$ cat src/rtl/ad9226if.sv
// ad9226if: capture front end for a 12-bit parallel pipelined ADC (AD9226 class).
// Generates the converter sample clock from i_clk, registers the ADC bus on every
// rising edge of that clock, throws away the converter's pipeline-latency samples
// after a start request, then pushes a fixed-length block of two's-complement
// samples into a small first-word-fall-through FIFO with a valid/ready handshake.
//
// Optional build macro: AD9226IF_OTR_SAT_EN
//   defined   : samples flagged out-of-range are clamped to full scale before the FIFO
//   undefined : converted samples are written unchanged
// o_otr (sticky out-of-range flag) behaves the same in both builds.

module ad9226if #(
  parameter int CLK_DIV    = 4,   // i_clk cycles per half-period of o_adc_clk (2..15)
  parameter int PIPE_LAT   = 7,   // samples discarded after start (0..15)
  parameter int BLOCK_LEN  = 16,  // samples delivered per capture (1..4095)
  parameter int FIFO_DEPTH = 4    // output FIFO entries, power of two (2..16)
) (
  input  logic        i_clk,
  input  logic        i_rst,
  output logic        o_adc_clk,
  input  logic [11:0] i_adc_data,
  input  logic        i_adc_otr,
  input  logic        i_start,
  output logic        o_busy,
  output logic [11:0] o_data,
  output logic        o_valid,
  input  logic        i_ready,
  output logic        o_last,
  output logic        o_overflow,
  output logic        o_otr
);

  // ---------------------------------------------------------------------------
  // Derived constants
  // ---------------------------------------------------------------------------
  localparam int AW = (FIFO_DEPTH > 1) ? $clog2(FIFO_DEPTH) : 1;
  localparam int CW = AW + 1;

  localparam logic [3:0]    DIV_LAST   = 4'(CLK_DIV - 1);
  localparam logic [3:0]    PIPE_LAST  = 4'(PIPE_LAT - 1);  // unused when PIPE_LAT == 0
  localparam logic [11:0]   BLOCK_LAST = 12'(BLOCK_LEN - 1);
  localparam logic [CW-1:0] FULL_CNT   = CW'(FIFO_DEPTH);
  localparam bit            PIPE_NONE  = (PIPE_LAT == 0);

  typedef enum logic [1:0] {
    S_IDLE  = 2'd0,
    S_FLUSH = 2'd1,
    S_FILL  = 2'd2
  } state_t;

  // ---------------------------------------------------------------------------
  // Sample format helpers
  // ---------------------------------------------------------------------------
  // Offset binary to two's complement is a flip of the MSB.
  function automatic logic [11:0] f_to_twos(input logic [11:0] raw);
    return {~raw[11], raw[10:0]};
  endfunction

  // Full-scale clamp for an out-of-range sample; the raw MSB tells which rail.
  function automatic logic [11:0] f_saturate(input logic [11:0] raw);
    logic [11:0] v;
    if (raw[11]) begin
      v = 12'h7FF;
    end else begin
      v = 12'h800;
    end
    return v;
  endfunction

  // ---------------------------------------------------------------------------
  // Declarations
  // ---------------------------------------------------------------------------
  logic [3:0]    r_div_cnt;
  logic          r_adc_clk;
  logic          w_strobe;

  logic [11:0]   r_sample;
  logic          r_sample_otr;

  state_t        r_state;
  state_t        w_state_nxt;
  logic          w_clr;
  logic          w_disc_inc;
  logic          w_capture;
  logic          w_cap_last;

  logic [3:0]    r_disc_cnt;
  logic [11:0]   r_samp_cnt;

  logic          r_wr_pend;
  logic          r_wr_last;
  logic [11:0]   w_wr_data;

  logic [11:0]   r_mem_data [FIFO_DEPTH];
  logic          r_mem_last [FIFO_DEPTH];
  logic [AW-1:0] r_wr_ptr;
  logic [AW-1:0] r_rd_ptr;
  logic [CW-1:0] r_cnt;
  logic          w_full;
  logic          w_pop;
  logic          w_wr_acc;
  logic          w_wr_drop;

  logic          r_overflow;
  logic          r_otr;

  // ---------------------------------------------------------------------------
  // Sample clock generation
  // ---------------------------------------------------------------------------
  // Free-running divider: toggle the ADC clock every CLK_DIV system clocks.
  always_ff @(posedge i_clk or posedge i_rst) begin
    if (i_rst) begin
      r_div_cnt <= 4'd0;
      r_adc_clk <= 1'b0;
    end else if (r_div_cnt == DIV_LAST) begin
      r_div_cnt <= 4'd0;
      r_adc_clk <= ~r_adc_clk;
    end else begin
      r_div_cnt <= r_div_cnt + 4'd1;
    end
  end

  // The strobe marks the edge that drives o_adc_clk high; the ADC bus is
  // captured on that same edge.
  assign w_strobe = (r_div_cnt == DIV_LAST) && !r_adc_clk;

  // Capture the ADC bus and its out-of-range bit on every strobe.
  always_ff @(posedge i_clk or posedge i_rst) begin
    if (i_rst) begin
      r_sample     <= 12'd0;
      r_sample_otr <= 1'b0;
    end else if (w_strobe) begin
      r_sample     <= i_adc_data;
      r_sample_otr <= i_adc_otr;
    end
  end

  // ---------------------------------------------------------------------------
  // Capture sequencer
  // ---------------------------------------------------------------------------
  // State register.
  always_ff @(posedge i_clk or posedge i_rst) begin
    if (i_rst) begin
      r_state <= S_IDLE;
    end else begin
      r_state <= w_state_nxt;
    end
  end

  // Next state and per-cycle control strobes.
  always_comb begin
    w_state_nxt = r_state;
    w_clr       = 1'b0;
    w_disc_inc  = 1'b0;
    w_capture   = 1'b0;
    w_cap_last  = 1'b0;
    case (r_state)
      S_IDLE: begin
        if (i_start) begin
          w_clr       = 1'b1;
          w_state_nxt = PIPE_NONE ? S_FILL : S_FLUSH;
        end else begin
          w_state_nxt = S_IDLE;
        end
      end
      S_FLUSH: begin
        if (w_strobe) begin
          w_disc_inc = 1'b1;
          if (r_disc_cnt == PIPE_LAST) begin
            w_state_nxt = S_FILL;
          end else begin
            w_state_nxt = S_FLUSH;
          end
        end else begin
          w_state_nxt = S_FLUSH;
        end
      end
      S_FILL: begin
        if (w_strobe) begin
          w_capture  = 1'b1;
          w_cap_last = (r_samp_cnt == BLOCK_LAST);
          if (w_cap_last) begin
            w_state_nxt = S_IDLE;
          end else begin
            w_state_nxt = S_FILL;
          end
        end else begin
          w_state_nxt = S_FILL;
        end
      end
      default: begin
        w_state_nxt = S_IDLE;
      end
    endcase
  end

  // Discard and sample counters; both restart on every accepted start.
  always_ff @(posedge i_clk or posedge i_rst) begin
    if (i_rst) begin
      r_disc_cnt <= 4'd0;
      r_samp_cnt <= 12'd0;
    end else if (w_clr) begin
      r_disc_cnt <= 4'd0;
      r_samp_cnt <= 12'd0;
    end else begin
      if (w_disc_inc) begin
        r_disc_cnt <= r_disc_cnt + 4'd1;
      end
      if (w_capture) begin
        r_samp_cnt <= r_samp_cnt + 12'd1;
      end
    end
  end

  // A FILL capture becomes a FIFO write one cycle later, once r_sample holds it.
  always_ff @(posedge i_clk or posedge i_rst) begin
    if (i_rst) begin
      r_wr_pend <= 1'b0;
      r_wr_last <= 1'b0;
    end else begin
      r_wr_pend <= w_capture;
      r_wr_last <= w_cap_last;
    end
  end

  // Sticky out-of-range flag for samples taken during FILL.
  always_ff @(posedge i_clk or posedge i_rst) begin
    if (i_rst) begin
      r_otr <= 1'b0;
    end else if (w_clr) begin
      r_otr <= 1'b0;
    end else if (w_capture && i_adc_otr) begin
      r_otr <= 1'b1;
    end
  end

  // Convert the held sample for the FIFO, clamping out-of-range samples when enabled.
  always_comb begin
    w_wr_data = f_to_twos(r_sample);
`ifdef AD9226IF_OTR_SAT_EN
    if (r_sample_otr) begin
      w_wr_data = f_saturate(r_sample);
    end else begin
      w_wr_data = f_to_twos(r_sample);
    end
`else
    if (r_sample_otr) begin
      w_wr_data = f_to_twos(r_sample);
    end else begin
      w_wr_data = f_to_twos(r_sample);
    end
`endif
  end

  // ---------------------------------------------------------------------------
  // Output FIFO (first-word fall-through)
  // ---------------------------------------------------------------------------
  assign w_full    = (r_cnt == FULL_CNT);
  assign w_pop     = o_valid && i_ready;
  // A write to a full FIFO still lands when the head leaves on the same edge.
  assign w_wr_acc  = r_wr_pend && (!w_full || w_pop);
  assign w_wr_drop = r_wr_pend && w_full && !w_pop;

  // Storage; cleared on reset so the head reads zero while empty.
  always_ff @(posedge i_clk or posedge i_rst) begin
    if (i_rst) begin
      for (int i = 0; i < FIFO_DEPTH; i++) begin
        r_mem_data[i] <= 12'd0;
        r_mem_last[i] <= 1'b0;
      end
    end else if (w_wr_acc) begin
      r_mem_data[r_wr_ptr] <= w_wr_data;
      r_mem_last[r_wr_ptr] <= r_wr_last;
    end
  end

  // Pointers and occupancy.
  always_ff @(posedge i_clk or posedge i_rst) begin
    if (i_rst) begin
      r_wr_ptr <= '0;
      r_rd_ptr <= '0;
      r_cnt    <= '0;
    end else begin
      if (w_wr_acc) begin
        r_wr_ptr <= r_wr_ptr + AW'(1);
      end
      if (w_pop) begin
        r_rd_ptr <= r_rd_ptr + AW'(1);
      end
      case ({w_wr_acc, w_pop})
        2'b10:   r_cnt <= r_cnt + CW'(1);
        2'b01:   r_cnt <= r_cnt - CW'(1);
        default: r_cnt <= r_cnt;
      endcase
    end
  end

  // Sticky drop flag; a drop on the same edge as a new start still registers.
  always_ff @(posedge i_clk or posedge i_rst) begin
    if (i_rst) begin
      r_overflow <= 1'b0;
    end else if (w_wr_drop) begin
      r_overflow <= 1'b1;
    end else if (w_clr) begin
      r_overflow <= 1'b0;
    end
  end

  // ---------------------------------------------------------------------------
  // Outputs (all taken straight from registers)
  // ---------------------------------------------------------------------------
  assign o_adc_clk  = r_adc_clk;
  assign o_busy     = (r_state != S_IDLE);
  assign o_valid    = (r_cnt != {CW{1'b0}});
  assign o_data     = r_mem_data[r_rd_ptr];
  assign o_last     = r_mem_last[r_rd_ptr];
  assign o_overflow = r_overflow;
  assign o_otr      = r_otr;

endmodule

$ cat config.mk
export PLATFORM = sky130hd
export DESIGN_NAME = ad9226if
export DESIGN_NICKNAME = d
export VERILOG_FILES = /design/src/rtl/ad9226if.sv
export SDC_FILE = /design/constraint.sdc
export NUM_CORES = 1
export LEC_CHECK = 0
export BUFFER_PORTS_ARGS = -buffer_cell sky130_fd_sc_hd__buf_4
export CAP_MARGIN = 20
export CORE_ASPECT_RATIO = 0.5
export CORE_UTILIZATION = 40
export DETAILED_ROUTE_END_ITERATION = 6
export SYNTH_ARGS = -nofsm -noshare
export SYNTH_HDL_FRONTEND = slang
export SYNTH_SLANG_ARGS = --single-unit
export TNS_END_PERCENT = 10
$ cat constraint.sdc
create_clock -name i_clk -period 2.9 [get_ports i_clk]
set_input_delay 0.29 -clock i_clk [delete_from_list [all_inputs] [get_ports i_clk]]
set_output_delay 0.29 -clock i_clk [all_outputs]
set_load 0.01 [all_outputs]
# --- Yosys cells after proc, flatten, opt, wreduce, memory -nomap -nowiden ---
# Index checks and enable logic that the tools add are counted.
classes:
  reduce_logical: 19
  n_mux: 35
  order_cmp: 3
  bitwise_logic: 4
  n_addsub: 7
  eq_ne: 8
ops:
  columns: ["op", "count"]
  rows:
  - ["two-way mux 12 bit", 5]
  - ["bitwise mux 48 bit", 1]
  - ["binary-select mux 12 bit (select 2 bit)", 1]
  - ["demux 12 bit (select 2 bit)", 1]
  - ["two-way mux 1 bit", 15]
  - ["adder 12 x 1 -> 12 bit (second input constant)", 1]
  - ["== test 12 x 4 -> 1 bit (second input constant)", 1]
  - ["two-way mux 4 bit", 3]
  - ["nonzero test 2 bit", 6]
  - ["adder 4 x 1 -> 4 bit (second input constant)", 2]
  - ["two-way mux 2 bit", 4]
  - ["logical AND 1 bit", 7]
  - [">= comparator 3 bit (second input constant)", 2]
  - ["NOT 2 -> 3 bit", 2]
  - ["one-hot mux 2 bit (3 select lines)", 1]
  - ["one-hot mux 3 bit (2 select lines)", 1]
  - ["adder 2 x 1 -> 2 bit (second input constant)", 2]
  - ["bitwise mux 4 bit", 1]
  - ["== test 2 x 1 -> 1 bit (second input constant)", 2]
  - ["== test 2 bit (second input constant)", 2]
  - ["== test 4 x 2 -> 1 bit (second input constant)", 1]
  - ["== test 4 x 3 -> 1 bit (second input constant)", 1]
  - ["adder 3 x 1 -> 3 bit (second input constant)", 1]
  - ["== test 3 bit (second input constant)", 1]
  - ["other kinds (9)", 12]
word_totals:
  output_inout_bits: 18
  wordCells: 97
  input_bits: 17
  ff_bits: 98

# --- Logic depth before layout (Yosys ltp) ---
# Gate-level depths: netlist of the first run.
depth:
  ltp_word: 7
  ltp_mapped: 9
  mapped_depth_nobuf: 9

# --- Worst setup path after synthesis of the first run ---
# OpenSTA, ideal clock, no wires.
synth_path:
  path_type: "reg2reg"
  startpoint: "register r_cnt[0]"
  endpoint: "register r_cnt[2]"
  setup_slack_ps: 622
  stages_incl_launch_ff: 10
  setup_ps: 79
  period_less_slack_ps: 2278
  n_path_buf: 0
  arrival_ps: 2199
  required_ps: 2821
  cell_sequence: "dfrtp_1 or4b_1 and2_1 inv_1 ha_1 inv_1 fa_1 xor2_1 nor2_1 xor2_1"
synth_via:
  elab_chain_cells: 6
  word_cells_on_any_way: 12
  classes_between: "add/sub: 2; eq/ne: 3; mux: 1; reduce/logical: 6"
synth_lines:
  columns: ["item", "line", "text"]
  rows:
  - ["start, declared", "98", "logic [CW-1:0] r_cnt;"]
  - ["start signal, assigned", "291", "2'b10: r_cnt <= r_cnt + CW'(1);"]
  - ["start signal, assigned", "292", "2'b01: r_cnt <= r_cnt - CW'(1);"]
  - ["start signal, assigned", "293", "default: r_cnt <= r_cnt;"]
  - ["== test 3 bit or nonzero test 3 bit (tied branches)", "258, 314", null]
  - ["logical NOT 1 bit or logical AND 1 bit (tied branches)", "261, 259", null]
  - ["logical OR 1 bit", "261", "assign w_wr_acc = r_wr_pend && (!w_full || w_pop);"]
  - ["logical AND 1 bit", "261", null]
  - ["== test 2 x 1 -> 1 bit or == test 2 bit (tied branches)", "290", "case ({w_wr_acc, w_pop})"]
  - ["one-hot mux 3 bit (2 select lines) or nonzero test 2 bit (tied branches)", null, null]
# Several ways; a longest one is shown, not always the timed one.
# A chain may end at the register's enable or synchronous reset.

# --- Final worst setup path of the first run ---
# Same ends and word-level chain as after synthesis.

==> results.json, run 1 <==
{
  "status": "completed",
  "arrival_ns": 2.71,
  "r2r_cells": 9,
  "initial_core_util_pct": 41.9,
  "worst_setup_path_start_kind": "register",
  "cts_tree": "yes",
  "viasPerCell": 5.20,
  "yosysUniqueCellTypes": 35,
  "max_freq_mhz": 409,
  "leakagePower_nw": 2.44,
  "cts_resized": 0,
  "clkLatencyLatePin_ns": 0.34,
  "dp.cells": 514,
  "drtPass1Iterations": 4,
  "synth_commonest_cells": "dfrtp_1 (98), nand2_1 (60), mux2_2 (48), mux4_2 (13)",
  "synthFlopType": "dfrtp_1",
  "tns_ns": 0,
  "drive_above_1_share_pct": 31.8,
  "synth_most_common_cell": "dfrtp_1",
  "max_stage_delay_ns": 0.62,
  "vdd_drop_max_mv": 0.254,
  "crit_buf_inv": 2,
  "crit_start": "r_cnt[0]",
  "hpwl_um": 5800,
  "yosysTopAreaCellShare_pct": 56.4,
  "worstPathRequired_ns": 3.16,
  "ant_nets": 0,
  "slowest_stage": "or4b_1",
  "period_needed_ns": 2.45,
  "cts_sinks": 98,
  "maxCapViolCount": 0,
  "r2r-start": "r_cnt[0]",
  "core_area_sq_mm": 0.0104,
  "grt_overflow": 0,
  "ctsHtreeMaxLevel": 3,
  "ys_warn_count": 0,
  "min-delay-path-class": "primary input to async pin",
  "grt_pass1_vias": 2795,
  "power_density_mw_per_mm2": 632,
  "drtIter0Drc": 174,
  "crit_type": "register to register",
  "area.growth.synth_to_final_pct": 16.9,
  "clock_path_buffers": 2,
  "crit_end": "r_cnt[2]",
  "path_depth": 9,
  "drv_slew": 0,
  "cts_setup_buffers": 0,
  "cts-buffers-inserted": 9,
  "stdcell_count": 530,
  "rows": 26,
  "endpoint_kind": "register",
  "die-area_sq_mm": 0.0113,
  "crit_family": "simple AND/OR/NAND/NOR gates",
  "synthesis.area_sq_mm": 0.00435,
  "antenna_found_initial": 0,
  "cp_max_fo": 6,
  "r2r_end": "r_cnt[2]",
  "grtUsageTotal_pct": 16.8,
  "ys_top_cells_by_area": "dfrtp_1 (56%), mux2_2 (12%), mux4_2 (6.7%), nand2_1 (5.2%), ha_1 (2.6%)",
  "ff2ff_setup_slack_ns": 0.45,
  "routed_wl_um": 8700,
  "cp_cell_sequence": "or4b_1 > and2_1 > inv_1 > ha_1 > inv_1 > fa_1 > xor2_1 > nor2_1 > xor2_1",
  "die_y_um": 75.7,
  "rsz0062_at_grt": "false",
  "cts_hold_buf": 0,
  "yosys.area.top_type": "dfrtp_1",
  "place.gp.congestion": 0.776,
  "drcViolationCount": 0,
  "worstMarginPinSlew_ns": 0.782,
  "synth_cells": 345,
  "grt_max_degree": 41,
  "num_io_pins": 35,
  "post_drt_wl_per_cell_um": 16.4,
  "io_buffers": 34,
  "grt_pass1_wl_um": 14100,
  "fp.dieW_um": 149,
  "clockRootBuffer": "clkbuf_16",
  "antenna_cells": 0,
  "skew_ns": 0.00669,
  "synth_edf_count": 0,
  "ys_seq_area_share_pct": 56.4,
  "syn_nets": 372,
  "relSlewSlack_pct": 47.9,
  "avgSynthCellArea_sq_um": 12.6,
  "setup_viol": 0,
  "num_vias": 2755,
  "ys_seq_elements": 98,
  "cts.clk_slew.worst_paths_ns": 0.07,
  "nets": 412,
  "hold_viol": 0,
  "nFillCells": 917,
  "finish.utilization_pct": 49.0,
  "fin_crit_sh_pct": 84.4,
  "async_reset_ff_share_pct": 100
}
[per-layer routing]
metal,GRT usage (%),vias up,wire (um)
met5,0,-,0
met4,4.76,0,77
met3,4.67,11,306
met2,28.9,33,4290
met1,21.1,1409,4020
li1,-,1302,-
[where the power goes]
part	internal, mW	switching, mW
logic	0.242	0.242
registers	1.46	0.164
clock network	0.583	0.515
[sequential cells by signal, indices dropped and copies added (netlist names)]
| signal | count |
|---|---|
| r_samp_cnt | 12 |
| r_rd_ptr | 2 |
| r_sample | 12 |
| o_adc_clk | 1 |
| r_wr_last | 1 |
| r_div_cnt | 4 |
| r_wr_pend | 1 |
| r_disc_cnt | 4 |
| o_otr | 1 |
| r_mem_data | 48 |
| r_cnt | 3 |
| o_overflow | 1 |
| r_wr_ptr | 2 |
| r_mem_last | 4 |
| r_state | 2 |
[placed cells by master, fill, tap and decap left out, drive strengths merged, types with 5 or more instances in the layout]
cell | synthesis | routed
ha | 9 | 9
mux2 | 48 | 48
buf | 6 | 43
nor4 | 5 | 5
mux4 | 13 | 13
o21ai | 12 | 12
xnor2 | 8 | 8
clkbuf | 8 | 10
xor2 | 5 | 5
inv | 12 | 12
or3 | 6 | 6
nand2 | 60 | 60
nand3 | 12 | 12
nor2 | 10 | 10
dfrtp | 98 | 98
[metrics by stage]
step	hold slack [ns]	power, mW	area [sq um]	setup WS [ns]
floorplan	0.395	1.97	4350	0.0479
global placement	0.415	2.11	4810	0.538
detailed placement	0.433	2.14	4810	0.458
CTS	0.0738	3.25	5080	0.430
global route	0.0997	3.37	5080	0.295
finish	0.0451	3.21	5080	0.453
[area by class of cell]
cell class / count / area (sq um) / share of cell area (%)
tap: 140 / 175 / 3.45
clock buffer: 10 / 229 / 4.51
clock inverter: 6 / 42.5 / 0.837
multi-input combinational: 221 / 1800 / 35.5
timing repair buffer: 43 / 335 / 6.60
inverter: 12 / 46.3 / 0.911
sequential: 98 / 2450 / 48.3
[worst register-to-register path, stage by stage (launching register included)]
cell     delay (ns)
dfrtp_1        0.41
or4b_1         0.62
and2_1         0.25
inv_1          0.07
ha_1           0.18
inv_1          0.07
fa_1           0.37
xor2_1         0.15
nor2_1         0.11
xor2_1         0.15
[worst min path at each step]
stage                              from             end
after detailed placement          i_rst     r_sample[9]
after CTS                         i_rst  r_mem_data[15]
final                             i_rst   r_mem_data[3]
after global routing              i_rst  r_mem_data[27]
after global placement            i_rst       o_adc_clk
after floorplan           i_adc_data[0]     r_sample[0]
[logic make-up after synthesis]
group	count (synthesis)	synth area share, %
flops	98	56.4
simple gates	108	11.9
mux	64	19.9
xor+xnor	13	2.62
fa+ha+maj	10	3.05
compound gates	26	3.77
buf+inv	26	2.39
No activity file was read; power rests on OpenSTA's default activity.
==> run 2: changes to the inputs <==
==> constraint.sdc (replaced) <==
create_clock -name i_clk -period 2.35 [get_ports i_clk]
set_input_delay 0.235 -clock i_clk [delete_from_list [all_inputs] [get_ports i_clk]]
set_output_delay 0.235 -clock i_clk [all_outputs]
set_load 0.01 [all_outputs]
==> run 2 against run 1 <==
Net effect:
- the flow now finishes with violations (negative hold slack)
- sequential share of layout area down 0.54 points
- critical path depth stayed put
- clock skew increased by 0.0025 ns
- setup slack got worse by 0.39 ns
- final area increased by 1.1%
- die area unchanged
- via count rose by 2.9%
- non-clock buffer count grew 5
- critical endpoint unchanged
==> results.json, run 2 (same netlist as run 1, synthesis figures left out) <==
{
  "initial_core_util_pct": 41.9,
  "relSlewSlack_pct": 55.7,
  "max_freq_mhz": 437,
  "io_buffers": 34,
  "hold_ws_ns": -0.0114,
  "tns_ns": 0,
  "hold_viol": 28,
  "violations": "negative hold slack",
  "max_stage_delay_ns": 0.54,
  "endpoint_kind": "register",
  "viasPerCell": 5.31,
  "antenna_cells": 0,
  "cp_cell_sequence": "or4b_1 > and2_4 > inv_1 > ha_2 > inv_1 > fa_1 > xor2_1 > nor2_1 > xor2_1",
  "drive_above_1_share_pct": 33.5,
  "power_density_mw_per_mm2": 785,
  "worstPathRequired_ns": 2.60,
  "cts.clk_slew.worst_paths_ns": 0.07,
  "ff2ff_setup_slack_ns": 0.06,
  "clockRootBuffer": "clkbuf_16",
  "cts_hold_buf": 0,
  "crit_family": "simple AND/OR/NAND/NOR gates",
  "largestRegisters": "r_mem_data x48, r_samp_cnt x12, r_sample x12",
  "vdd_drop_max_mv": 0.332,
  "final_common_cell": "dfrtp_1",
  "cts-buffers-inserted": 9,
  "ctsHtreeMaxLevel": 3,
  "cts_tree": "yes",
  "cts_setup_buffers": 0,
  "slowest_stage": "or4b_1",
  "area.growth.synth_to_final_pct": 18.2,
  "die_y_um": 75.7,
  "rows": 26,
  "clkLatencyLatePin_ns": 0.34,
  "skew_ns": 0.00918,
  "leakagePower_nw": 2.48,
  "grt_max_degree": 70,
  "cts_sinks": 98,
  "drtIter0Drc": 127,
  "fin_crit_sh_pct": 97.5,
  "crit_buf_inv": 2,
  "grt_pass1_wl_um": 14100,
  "min-delay-path-class": "primary input to async pin",
  "drtPass1Iterations": 4,
  "ant_nets": 0,
  "drcViolationCount": 0,
  "finalPower_mw": 4.03,
  "routed_wl_um": 8850,
  "fp.dieW_um": 149,
  "num_vias": 2835,
  "status": "finished, violations left",
  "setup_viol": 0,
  "drv_slew": 0,
  "arrival_ns": 2.54,
  "post_drt_wl_per_cell_um": 16.6,
  "regMostFlops": "r_mem_data",
  "antenna_found_initial": 0,
  "place.gp.congestion": 0.733,
  "grt_pass1_vias": 2733,
  "core_area_sq_mm": 0.0104,
  "grtUsageTotal_pct": 16.8,
  "r2r-start": "r_cnt[1]",
  "cts_resized": 0,
  "hpwl_um": 5910,
  "worst_setup_path_start_kind": "register",
  "cp_max_fo": 4,
  "crit_type": "register to register",
  "num_io_pins": 35,
  "clock_path_buffers": 2,
  "maxCapViolCount": 0,
  "die-area_sq_mm": 0.0113,
  "grt_overflow": 0,
  "nets": 417,
  "largest_reg_flops": 48,
  "r2r_end": "r_cnt[2]",
  "period_needed_ns": 2.29,
  "worstMarginPinSlew_ns": 0.663,
  "layout_common_cells": "dfrtp_1 (98), nand2_1 (60), mux2_2 (48)",
  "rsz0062_at_grt": "true",
  "r2r_cells": 9,
  "nFillCells": 925
}
==> run 2: worst max path at each step <==
| stage | to | depth (start not counted) | startpoint |
|---|---|---|---|
| 2_1_floorplan | r_cnt[2] | 9 | r_cnt[0] |
| 6_report | r_cnt[2] | 9 | r_cnt[1] |
| 3_3_place_gp | r_cnt[2] | 9 | r_cnt[1] |
| 5_1_grt | r_cnt[2] | 9 | r_cnt[1] |
| 3_5_place_dp | r_cnt[2] | 9 | r_cnt[1] |
| 4_1_cts | r_cnt[2] | 9 | r_cnt[1] |
==> run 2: power breakdown <==
part           internal (mW)  switching, mW  total (mW)
Combinational          0.335          0.359       0.695
Sequential              1.81          0.162        1.97
Clock                  0.769          0.601        1.37
Total                   2.91           1.12        4.03
==> run 2: per-layer routing <==
layer,global-route usage (%),wire (um),up-vias
met3,4.97,301,6
met2,28.4,4450,44
met5,0,0,-
met1,21.3,4000,1478
li1,-,-,1307
met4,4.54,88,0
==> run 2: layout make-up <==
cell class | instances | area [sq um] | share of cell area (%)
repair buffers | 48 | 373 | 7.25
clock buffers | 11 | 253 | 4.92
clock inverters | 4 | 27.5 | 0.536
well taps | 140 | 175 | 3.41
inverters | 12 | 48.8 | 0.949
flip-flops and latches | 98 | 2450 | 47.7
multi-input cells | 221 | 1810 | 35.2
==> run 2: per-stage QoR <==
stage,cells,area [sq um],util (%),worst slack [ns]
final,534,5140,49.5,0.0595
after global routing,534,5140,49.5,-0.0286
after CTS,534,5130,49.4,0.0146
after detailed placement,519,4850,46.7,0.0371
after global placement,519,4850,46.7,0.109
after floorplan,345,4350,-,0.0718
==> run 3: changes to the inputs <==
--- a/config.mk
+++ b/config.mk
@@ -5,6 +5,7 @@
 export SDC_FILE = /design/constraint.sdc
 export NUM_CORES = 1
 export LEC_CHECK = 0
+export ABC_AREA = 1
 export BUFFER_PORTS_ARGS = -buffer_cell sky130_fd_sc_hd__buf_4
 export CAP_MARGIN = 20
 export CORE_ASPECT_RATIO = 0.5
==> run 3 against run 2 <==
Net effect:
- the run now ends clean
- setup slack improved by 0.26 ns
- critical path depth down 4
- clock power is 33% higher
- non-clock buffer count decreased by 2
- via count rose by 33%
- die area is 8.5% higher
- final area grew 6.7%
- register-to-register slack better by 0.35 ns
- final cell count up 40%
- combinational power rose by 64%
- critical endpoint is now o_data[1]
- highest routed layer unchanged
==> results.json, run 3 <==
{
  "status": "completed",
  "cts_sinks": 98,
  "yosysUniqueCellTypes": 31,
  "die_y_um": 78.9,
  "viasPerCell": 5.01,
  "nFillCells": 1076,
  "vdd_drop_max_mv": 0.362,
  "period_needed_ns": 2.03,
  "dp.cells": 733,
  "cts.clk_slew.worst_paths_ns": 0.07,
  "yosys.area.top_type": "dfrtp_1",
  "arrival_ns": 1.80,
  "area.growth.synth_to_final_pct": 16.1,
  "routed_wl_um": 10800,
  "io_buffers": 34,
  "leakagePower_nw": 2.90,
  "num_vias": 3757,
  "antenna_cells": 0,
  "cts_setup_buffers": 0,
  "grtUsageTotal_pct": 18.8,
  "synthFlopType": "dfrtp_1",
  "regMostFlops": "r_mem_data",
  "rows": 27,
  "max_freq_mhz": 492,
  "drive_above_1_share_pct": 13.7,
  "avgSynthCellArea_sq_um": 8.53,
  "ctsHtreeMaxLevel": 3,
  "cts_resized": 0,
  "layout_common_cells": "nand2_1 (163), dfrtp_1 (98), o21ai_0 (87)",
  "cp_max_fo": 15,
  "p_int_mw": 3.39,
  "fp.dieW_um": 156,
  "power_density_mw_per_mm2": 867,
  "core_area_sq_mm": 0.0112,
  "p_seq_share_pct": 37.7,
  "relSlewSlack_pct": 57.6,
  "clockRootBuffer": "clkbuf_16",
  "drcViolationCount": 0,
  "cts_tree": "yes",
  "ys_top_cells_by_area": "dfrtp_1 (52%), nand2_1 (13%), o21ai_0 (9.2%), nor2_1 (4.0%), nand3_1 (3.0%)",
  "fin_crit_sh_pct": 86.5,
  "yosysTopAreaCellShare_pct": 51.9,
  "critPathMostFrequentCell": "buf_4",
  "pre_cts_ws_ns": 0.430,
  "antenna_found_initial": 0,
  "hold_viol": 0,
  "grt_overflow": 0,
  "worst_setup_path_start_kind": "register",
  "syn_nets": 581,
  "cp_cell_sequence": "inv_1 > buf_4 > o21ai_0 > o22ai_1 > buf_4",
  "synth_commonest_cells": "nand2_1 (163), dfrtp_1 (98), o21ai_0 (87), nor2_1 (51), inv_1 (32)",
  "initial_core_util_pct": 42.0,
  "r2r-start": "r_cnt[2]",
  "synth_cells": 554,
  "ant_nets": 0,
  "slowest_stage": "inv_1",
  "drv_slew": 0,
  "swShare_pct": 28.7,
  "max_stage_delay_ns": 0.38,
  "cts-buffers-inserted": 9,
  "endpoint_kind": "primary output",
  "drtPass1Iterations": 5,
  "fin_ws_ns": 0.318,
  "ys_seq_elements": 98,
  "grt_max_degree": 47,
  "largest_reg_flops": 48,
  "switchingPower_mw": 1.37,
  "hpwl_um": 7040,
  "worstPathRequired_ns": 2.12,
  "async_reset_ff_share_pct": 100,
  "stdcell_count": 750,
  "ys_warn_count": 0,
  "final_common_cell": "nand2_1",
  "worstMarginPinSlew_ns": 0.635,
  "clock_path_buffers": 2,
  "crit_type": "register to primary output",
  "die-area_sq_mm": 0.0123,
  "ys_seq_area_share_pct": 51.9,
  "clkPwrFrac_pct": 38.3,
  "skew_ns": 0.00631,
  "num_io_pins": 35,
  "clkLatencyLatePin_ns": 0.34,
  "setup_viol": 0,
  "synth_edf_count": 0,
  "grt_pass1_wl_um": 17800,
  "tns_ns": 0,
  "largestRegisters": "r_mem_data x48, r_samp_cnt x12, r_sample x12",
  "hold_start": "i_adc_data[8]",
  "combPwrFrac_pct": 24.0,
  "min-delay-path-class": "primary input to register",
  "post_drt_wl_per_cell_um": 14.4,
  "synthesis.area_sq_mm": 0.00473,
  "grt_pass1_vias": 3507,
  "rsz0062_at_grt": "false",
  "place.gp.congestion": 0.738,
  "nets": 613,
  "synth_most_common_cell": "nand2_1",
  "maxCapViolCount": 0,
  "drtIter0Drc": 219,
  "crit_start": "r_rd_ptr[0]"
}
## run 3: what timing repair did
item | in CTS | in global routing
hold buffers | 1 | 0
endpoints found under the hold margin | 22 | 0
endpoints found under the setup margin | 0 | 0
## run 3: layout make-up
type	count	area, sq um	share of cell area [%]
Timing Repair Buffer	46	360	6.57
Tap cell	159	199	3.63
Sequential cell	98	2450	44.7
Clock inverter	6	138	2.51
Inverter	33	128	2.33
Clock buffer	10	239	4.36
Multi-Input combinational cell	398	1970	35.9
## run 3: cell families after synthesis
logic type / share of synthesized area [%]
buf+inv: 6.43
simple gates: 24.3
xor+xnor: 1.83
fa+ha+maj: 2.81
compound gates: 12.8
flops: 51.9
## run 3: metal layers
metal	vias to the layer above	share of wire (%)	track usage, %
li1	1868	-	-
met4	0	1.2	5.20
met1	1793	50	26.9
met3	15	4.5	3.66
met5	-	0	0
met2	81	44	29.1
## run 3: final timing paths
check                               endpoint  slack (ns)  cells after the start
worst max-delay path               o_data[1]        0.32                      5
worst min-delay path             r_sample[8]        0.13                      3
worst max register to register      r_cnt[2]        0.41                      8
worst min register to register  r_div_cnt[0]        0.46                      1
max in group asynchronous          o_adc_clk        1.14                      4
min in group asynchronous        r_rd_ptr[1]        0.52                      3
## run 3: critical path, delay by kind of cell (launching register included)
kind            cells  cell delay, ns
buf+inv             3            0.81
compound gates      2            0.28
flops               1            0.37
## run 3: metrics by stage
step	hold slack [ns]	utilization (%)	total power [mW]	area [sq um]
2_1_floorplan	0.380	-	2.48	4730
3_3_place_gp	0.331	45.3	2.97	5100
3_5_place_dp	0.337	45.3	2.97	5100
4_1_cts	0.119	48.8	4.80	5490
5_1_grt	0.118	48.8	4.99	5490
6_report	0.129	48.8	4.75	5490
## run 3: power by group through the flow
stage          Combinational, mW  Clock [mW]  Sequential, mW
2_1_floorplan              0.664           0            1.82
3_3_place_gp                1.15           0            1.82
3_5_place_dp                1.14           0            1.83
4_1_cts                     1.15        1.86            1.79
5_1_grt                     1.26        1.92            1.80
6_report                    1.14        1.82            1.79
